File: src/rtl/myo_pwm_driver.sv
// myo_pwm_driver: signed PID effort word -> one H-bridge PWM + direction pair.
// Duty is double-buffered and applied only at period boundaries. A dead-time phase
// separates every direction reversal. Optional feature: define PWM_SLEW_LIMIT_EN to
// limit the duty change per period to SLEW_STEP.
module myo_pwm_driver #(
   parameter int unsigned PERIOD      = 2500,
   parameter int unsigned DEAD_CYCLES = 50,
   parameter int unsigned SLEW_STEP   = 64
) (
   input  logic        clk,
   input  logic        reset_n,
   input  logic [31:0] pid_out,
   input  logic        pid_valid,
   input  logic        enable,
   output logic        pwm,
   output logic        dir,
   output logic        period_start,
   output logic [15:0] duty_active,
   output logic        saturated
);

   localparam logic [1:0] ST_IDLE = 2'd0;
   localparam logic [1:0] ST_RUN  = 2'd1;
   localparam logic [1:0] ST_DEAD = 2'd2;

   localparam logic [15:0] PERIOD_W  = 16'(PERIOD);
   localparam logic [15:0] LAST_CNT  = 16'(PERIOD - 1);
   localparam logic [15:0] DEAD_LAST = 16'(DEAD_CYCLES - 1);
   localparam logic [32:0] PERIOD_33 = 33'(PERIOD);

   logic [15:0] cnt_q, cnt_d;
   logic        boundary;
   logic [32:0] mag_abs;
   logic        mag_sat;
   logic [15:0] mag_clamped;
   logic [15:0] shadow_duty_q, shadow_duty_d;
   logic        shadow_dir_q, shadow_dir_d;
   logic        saturated_q, saturated_d;
   logic [15:0] eff_duty;
   logic        eff_dir;
   logic [1:0]  state_q, state_d;
   logic [15:0] dead_cnt_q, dead_cnt_d;
   logic        dir_q, dir_d;
   logic        enter_dead;
   logic [15:0] duty_q, duty_d;
   logic [15:0] duty_target;
   logic        pwm_q, pwm_d;
   logic        period_start_q, period_start_d;

   // Free-running period counter; never gated by enable or state.
   always_comb begin
      boundary = (cnt_q == LAST_CNT);
      cnt_d    = boundary ? 16'd0 : cnt_q + 16'd1;
   end

   // Magnitude in 33 bits so that -2^31 negates without overflow, then clamp.
   always_comb begin
      if (pid_out[31]) begin
         mag_abs = 33'd0 - {1'b1, pid_out};
      end else begin
         mag_abs = {1'b0, pid_out};
      end
      mag_sat     = (mag_abs > PERIOD_33);
      mag_clamped = mag_sat ? PERIOD_W : mag_abs[15:0];
   end

   // Shadow update; a sample arriving in the boundary cycle is seen immediately.
   always_comb begin
      shadow_duty_d = shadow_duty_q;
      shadow_dir_d  = shadow_dir_q;
      saturated_d   = saturated_q;
      if (pid_valid) begin
         shadow_duty_d = mag_clamped;
         shadow_dir_d  = pid_out[31];
         saturated_d   = mag_sat;
      end
      eff_duty = shadow_duty_d;
      eff_dir  = shadow_dir_d;
   end

`ifdef PWM_SLEW_LIMIT_EN
   localparam logic [15:0] STEP_W = 16'(SLEW_STEP);

   // Move the applied duty toward the requested one by at most STEP_W per period.
   always_comb begin
      duty_target = eff_duty;
      if (eff_duty > duty_q) begin
         if ((eff_duty - duty_q) > STEP_W) begin
            duty_target = duty_q + STEP_W;
         end
      end else if ((duty_q - eff_duty) > STEP_W) begin
         duty_target = duty_q - STEP_W;
      end
   end
`else
   logic unused_slew;

   assign duty_target = eff_duty;
   assign unused_slew = ^SLEW_STEP;
`endif

   // Mode FSM: direction only ever changes on the DEAD -> RUN transition.
   always_comb begin
      state_d    = state_q;
      dir_d      = dir_q;
      dead_cnt_d = dead_cnt_q;
      enter_dead = 1'b0;
      case (state_q)
         ST_IDLE: begin
            if (enable && boundary) begin
               if (eff_dir != dir_q) begin
                  enter_dead = 1'b1;
               end else begin
                  state_d = ST_RUN;
               end
            end
         end
         ST_RUN: begin
            if (!enable) begin
               state_d = ST_IDLE;
            end else if (boundary && (eff_dir != dir_q)) begin
               enter_dead = 1'b1;
            end
         end
         ST_DEAD: begin
            if (!enable) begin
               // Pending reversal stays in the shadow and is re-checked later.
               state_d = ST_IDLE;
            end else if (dead_cnt_q == DEAD_LAST) begin
               dir_d   = eff_dir;
               state_d = ST_RUN;
            end else begin
               dead_cnt_d = dead_cnt_q + 16'd1;
            end
         end
         default: begin
            state_d = ST_IDLE;
         end
      endcase
      if (enter_dead) begin
         state_d    = ST_DEAD;
         dead_cnt_d = 16'd0;
      end
   end

   // Applied duty changes only at the period boundary.
   always_comb begin
      duty_d = duty_q;
      if (boundary) begin
`ifdef PWM_SLEW_LIMIT_EN
         // Restart the ramp from zero after every reversal.
         duty_d = enter_dead ? 16'd0 : duty_target;
`else
         duty_d = duty_target;
`endif
      end
   end

   // PWM compare and period pulse; enable gates pwm without waiting for the FSM.
   always_comb begin
      pwm_d          = enable && (state_q == ST_RUN) && (cnt_q < duty_q);
      period_start_d = (cnt_q == 16'd0);
   end

   // State registers; reset clears everything so pwm cannot glitch high.
   always_ff @(posedge clk or negedge reset_n) begin
      if (!reset_n) begin
         cnt_q          <= 16'd0;
         shadow_duty_q  <= 16'd0;
         shadow_dir_q   <= 1'b0;
         saturated_q    <= 1'b0;
         state_q        <= ST_IDLE;
         dead_cnt_q     <= 16'd0;
         dir_q          <= 1'b0;
         duty_q         <= 16'd0;
         pwm_q          <= 1'b0;
         period_start_q <= 1'b0;
      end else begin
         cnt_q          <= cnt_d;
         shadow_duty_q  <= shadow_duty_d;
         shadow_dir_q   <= shadow_dir_d;
         saturated_q    <= saturated_d;
         state_q        <= state_d;
         dead_cnt_q     <= dead_cnt_d;
         dir_q          <= dir_d;
         duty_q         <= duty_d;
         pwm_q          <= pwm_d;
         period_start_q <= period_start_d;
      end
   end

   assign pwm          = pwm_q;
   assign dir          = dir_q;
   assign period_start = period_start_q;
   assign duty_active  = duty_q;
   assign saturated    = saturated_q;

endmodule

File: config.mk
export PLATFORM = sky130hd
export DESIGN_NAME = myo_pwm_driver
export DESIGN_NICKNAME = d
export VERILOG_FILES = /design/src/rtl/myo_pwm_driver.sv
export SDC_FILE = /design/constraint.sdc
export NUM_CORES = 1
export LEC_CHECK = 0
export CAP_MARGIN = 5
export CORE_MARGIN = 5
export CORE_UTILIZATION = 38
export DETAILED_ROUTE_END_ITERATION = 16
export PLACE_DENSITY_LB_ADDON = 0.1
export SLEW_MARGIN = 20
export SYNTH_ARGS = -nofsm -noshare
export SYNTH_HDL_FRONTEND = slang
export SYNTH_SLANG_ARGS = --single-unit
File: constraint.sdc
create_clock -name clk -period 3.9 [get_ports clk]
set_input_delay 0.78 -clock clk [delete_from_list [all_inputs] [get_ports clk]]
set_output_delay 0.78 -clock clk [all_outputs]
set_load 0.005 [all_outputs]
==> flow_summary.ini <==
[synthesis]
synth-seq-cells = 71
synth.top_cells.by_area = dfrtp_1 39%, ha_1 5.5%, xor2_1 3.9%
ys.flop_type = dfrtp_1
synth_top_family_by_area = simple AND/OR/NAND/NOR gates
netlist_area_um2 = 4520
synth_top_cell_by_area = dfrtp_1
netlist_top_cells_count = 71 x dfrtp_1, 43 x nor2_1, 30 x nand2_1, 30 x o21ai_0, 29 x inv_1
synth_compound_area_share_pct = 16.6
synth_fp_nets = 557
synthXorXnorAreaFrac_pct = 6.59
yosys.area_share.simple_pct = 25.8
yosysMostFrequentCell = dfrtp_1
yosys.area.top_type_share_pct = 39.3
async_reset_ff_share_pct = 100
synth_mux_area_share_pct = 1.74
synth_cell_types = 63
syn_inst = 501
avgSynthCellArea_um2 = 9.02
synthAdderAreaFrac_pct = 5.54
synth_edf_count = 0
synth_warnings = 0
yosysSeqAreaShare_pct = 39.3

[floorplanning]
dieHeight_um = 119
row_count = 39
die_w_um = 119
dieArea_um2 = 14200
ios = 56
floorplan.initialDensity_pct = 39.2
core_area_um2 = 11500

[clock_tree]
path_clk_slew_ns = 0.05
post_cts_buffers = 0
clkLatencyLatePin_ns = 0.33
cts_tree = built
max-clock-path-buffers = 2
cts_made_buffers = 9
htreeDepth = 3
cts-root-buf = clkbuf_16
cts_sinks = 71

[routing]
post-route-drc-count = 0
ant_nets = 0
wl_um = 12100
vias_per_cell = 5.58
dr.pass1.iters = 4
drt_iter0_drc = 306
vias = 4114
wl_per_cell_um = 16.4

[critical_path]
path_max_fanout = 5
cp_cell_sequence = clkdlybuf4s50_1 > or4_1 > buf_4 > or4_4 > o41ai_4 > xnor2_1 > nor4_4 > buf_4 > buf_4 > nand4_1 > a31oi_1
r2r-start = cnt_q[14]$_DFF_PN0_
crit_slowest_cell = or4_1
arrival_ns = 3.90
cpPeakStageDelay_ns = 0.61
worstSetupStartpoint = pid_out[8]
end_kind = flip-flop
path_class = in2reg
crit_path_frequent_cell = buf_4
cp_data_required_time_ns = 4.14
cp-start-kind = input port

[sta]
slew_headroom_pct = 39.8
worst_pin_slew_ns = 0.904
grt_setup_unrepaired = false
setup_ws_ns = 0.239
drv_slew = 0
hold_viol = 0
finalClockSkew_ns = 0.00692
fin_crit_ns = 3.66
setup_viol = 0
fmax_mhz = 273
period_share_pct = 93.9

[min_path]
hold_start = shadow_duty_q[0]$_DFF_PN0_
hp-class = reg2reg

[global_routing]
grt_pass1_vias = 4112
grt_pass1_wl_um = 20400
grt_usage_pct = 17.4
grt_max_degree = 72
grt_remaining_overflow = 0
antenna_found_initial = 0

[power_and_ir_drop]
pwr-share-comb_pct = 11.2
internal-power_mw = 1.33
swShare_pct = 23.0
power.leakage_nw = 2.45
pwr_density_cell_nw_per_um2 = 300
p_switching_mw = 0.399
seq_power_share_pct = 42.6
vdd_drop_max_mv = 0.145
pwr-share-clk_pct = 46.2

[finish]
syn_to_final_growth_pct = 28.0
num_antenna_cells = 0
fillers = 1103
postLayoutCellArea_um2 = 5790
drive_gt1_share_pct = 13.1
nets = 646

[flow_run]
cap_violations = 0

[placed_design]
placed_cell_area_um2 = 5490
hpwl_um = 9130
gp_congestion = 0.859
place_ws_ns = -0.159
port-buffer-count = 55

[run_status]
status = finished clean
-- metrics by stage --
stage               instances  hold slack [ns]  total power [mW]  TNS, ns  utilization (%)
floorplan                 501            0.442             0.834        0                -
global placement          722            0.455             0.946    -1.38             47.7
detailed placement        722            0.463             0.947    -1.88             47.7
CTS                       737            0.477              1.76        0             50.2
global route              737            0.499              1.80        0             50.2
finish                    737            0.476              1.73        0             50.2
-- per-layer routing --
layer / routed length (um) / vias up / track usage [%]
li1: - / 2008 / -
met1: 5740 / 1991 / 23.9
met2: 5650 / 97 / 27.9
met3: 492 / 18 / 3.22
met4: 167 / 0 / 5.21
met5: 0 / - / 0
-- sequential cells by signal, indices dropped and copies added (netlist names) --
signal,cells
shadow_duty_q,16
cnt_q,16
state_q,2
period_start,1
shadow_dir_q,1
dir,1
duty_active,16
pwm,1
dead_cnt_q,16
saturated,1
-- path summary, 6_finish.rpt --
check                           cells after the start  slack (ns)                          to
worst min-delay path                                2        0.48  shadow_duty_q[0]$_DFF_PN0_
worst max-delay path                               11        0.24  duty_active[0]$_DFFE_PN0N_
worst max register to register                      6        0.92   dead_cnt_q[8]$_DFFE_PN0P_
min in group asynchronous                           2        0.66               pwm$_DFF_PN0_
max in group asynchronous                           2        2.65  shadow_duty_q[0]$_DFF_PN0_
worst min register to register                      2        0.48  shadow_duty_q[0]$_DFF_PN0_
-- power by group through the flow --
stage	sequential [mW]	combinational [mW]	clock, mW
after global placement	0.751	0.195	0
after global routing	0.738	0.214	0.848
final	0.738	0.195	0.800
after floorplan	0.752	0.0826	0
after CTS	0.738	0.196	0.822
after detailed placement	0.751	0.195	0
-- cells in the final DEF, fill, tap and decap left out, types with 3 or more instances in the layout --
cell	Yosys	layout
a211oi_1	3	3
a21o_1	5	5
a21oi_1	20	20
a31oi_1	11	11
and3_1	10	10
buf_4	1	45
clkbuf_16	0	9
clkdlybuf4s50_1	0	54
dfrtp_1	71	71
ha_1	20	20
inv_1	29	29
mux2_2	3	3
mux2i_1	3	3
nand2_1	30	30
nand2b_1	13	13
nand3_1	19	19
nand3b_1	4	4
nand4_1	13	13
nor2_1	43	43
nor2b_1	9	9
nor3_1	12	12
nor4_1	10	10
nor4b_1	3	3
o211ai_1	4	4
o21a_1	3	3
o21ai_0	30	30
o31ai_1	9	9
o41ai_1	6	6
or3_1	10	10
or3b_2	3	3
or4_1	6	6
xnor2_1	14	14
xor2_1	20	20
-- worst max-delay path, delay by kind of cell --
family | cells | cell delay (ns)
XOR/XNOR | 1 | 0.14
buffers and inverters | 4 | 0.87
AO/OA/AOI/OAI | 2 | 0.55
AND/OR/NAND/NOR | 4 | 1.56
-- area by class of cell --
type / instances / area (um^2) / area share [%]
clock inverters: 3 / 43.8 / 0.757
clock buffers: 12 / 246 / 4.26
well taps: 143 / 179 / 3.09
multi-input cells: 379 / 2550 / 44.0
inverters: 29 / 109 / 1.88
flip-flops and latches: 71 / 1780 / 30.7
repair buffers: 100 / 883 / 15.3
-- kinds of logic after synthesis --
family / Yosys count
DFF: 71
adders and majority gates: 20
muxes: 7
and+or+nand+nor: 207
xor gates and xnor gates: 34
AOI/OAI and AO/OA: 111
buffers and inverters: 51
-- what timing repair did --
action                                  CTS  global route
hold buffers                              0             0
gates resized for setup                   0             1
endpoints found under the setup margin    0             1
(Power assumes the default switching activity.)
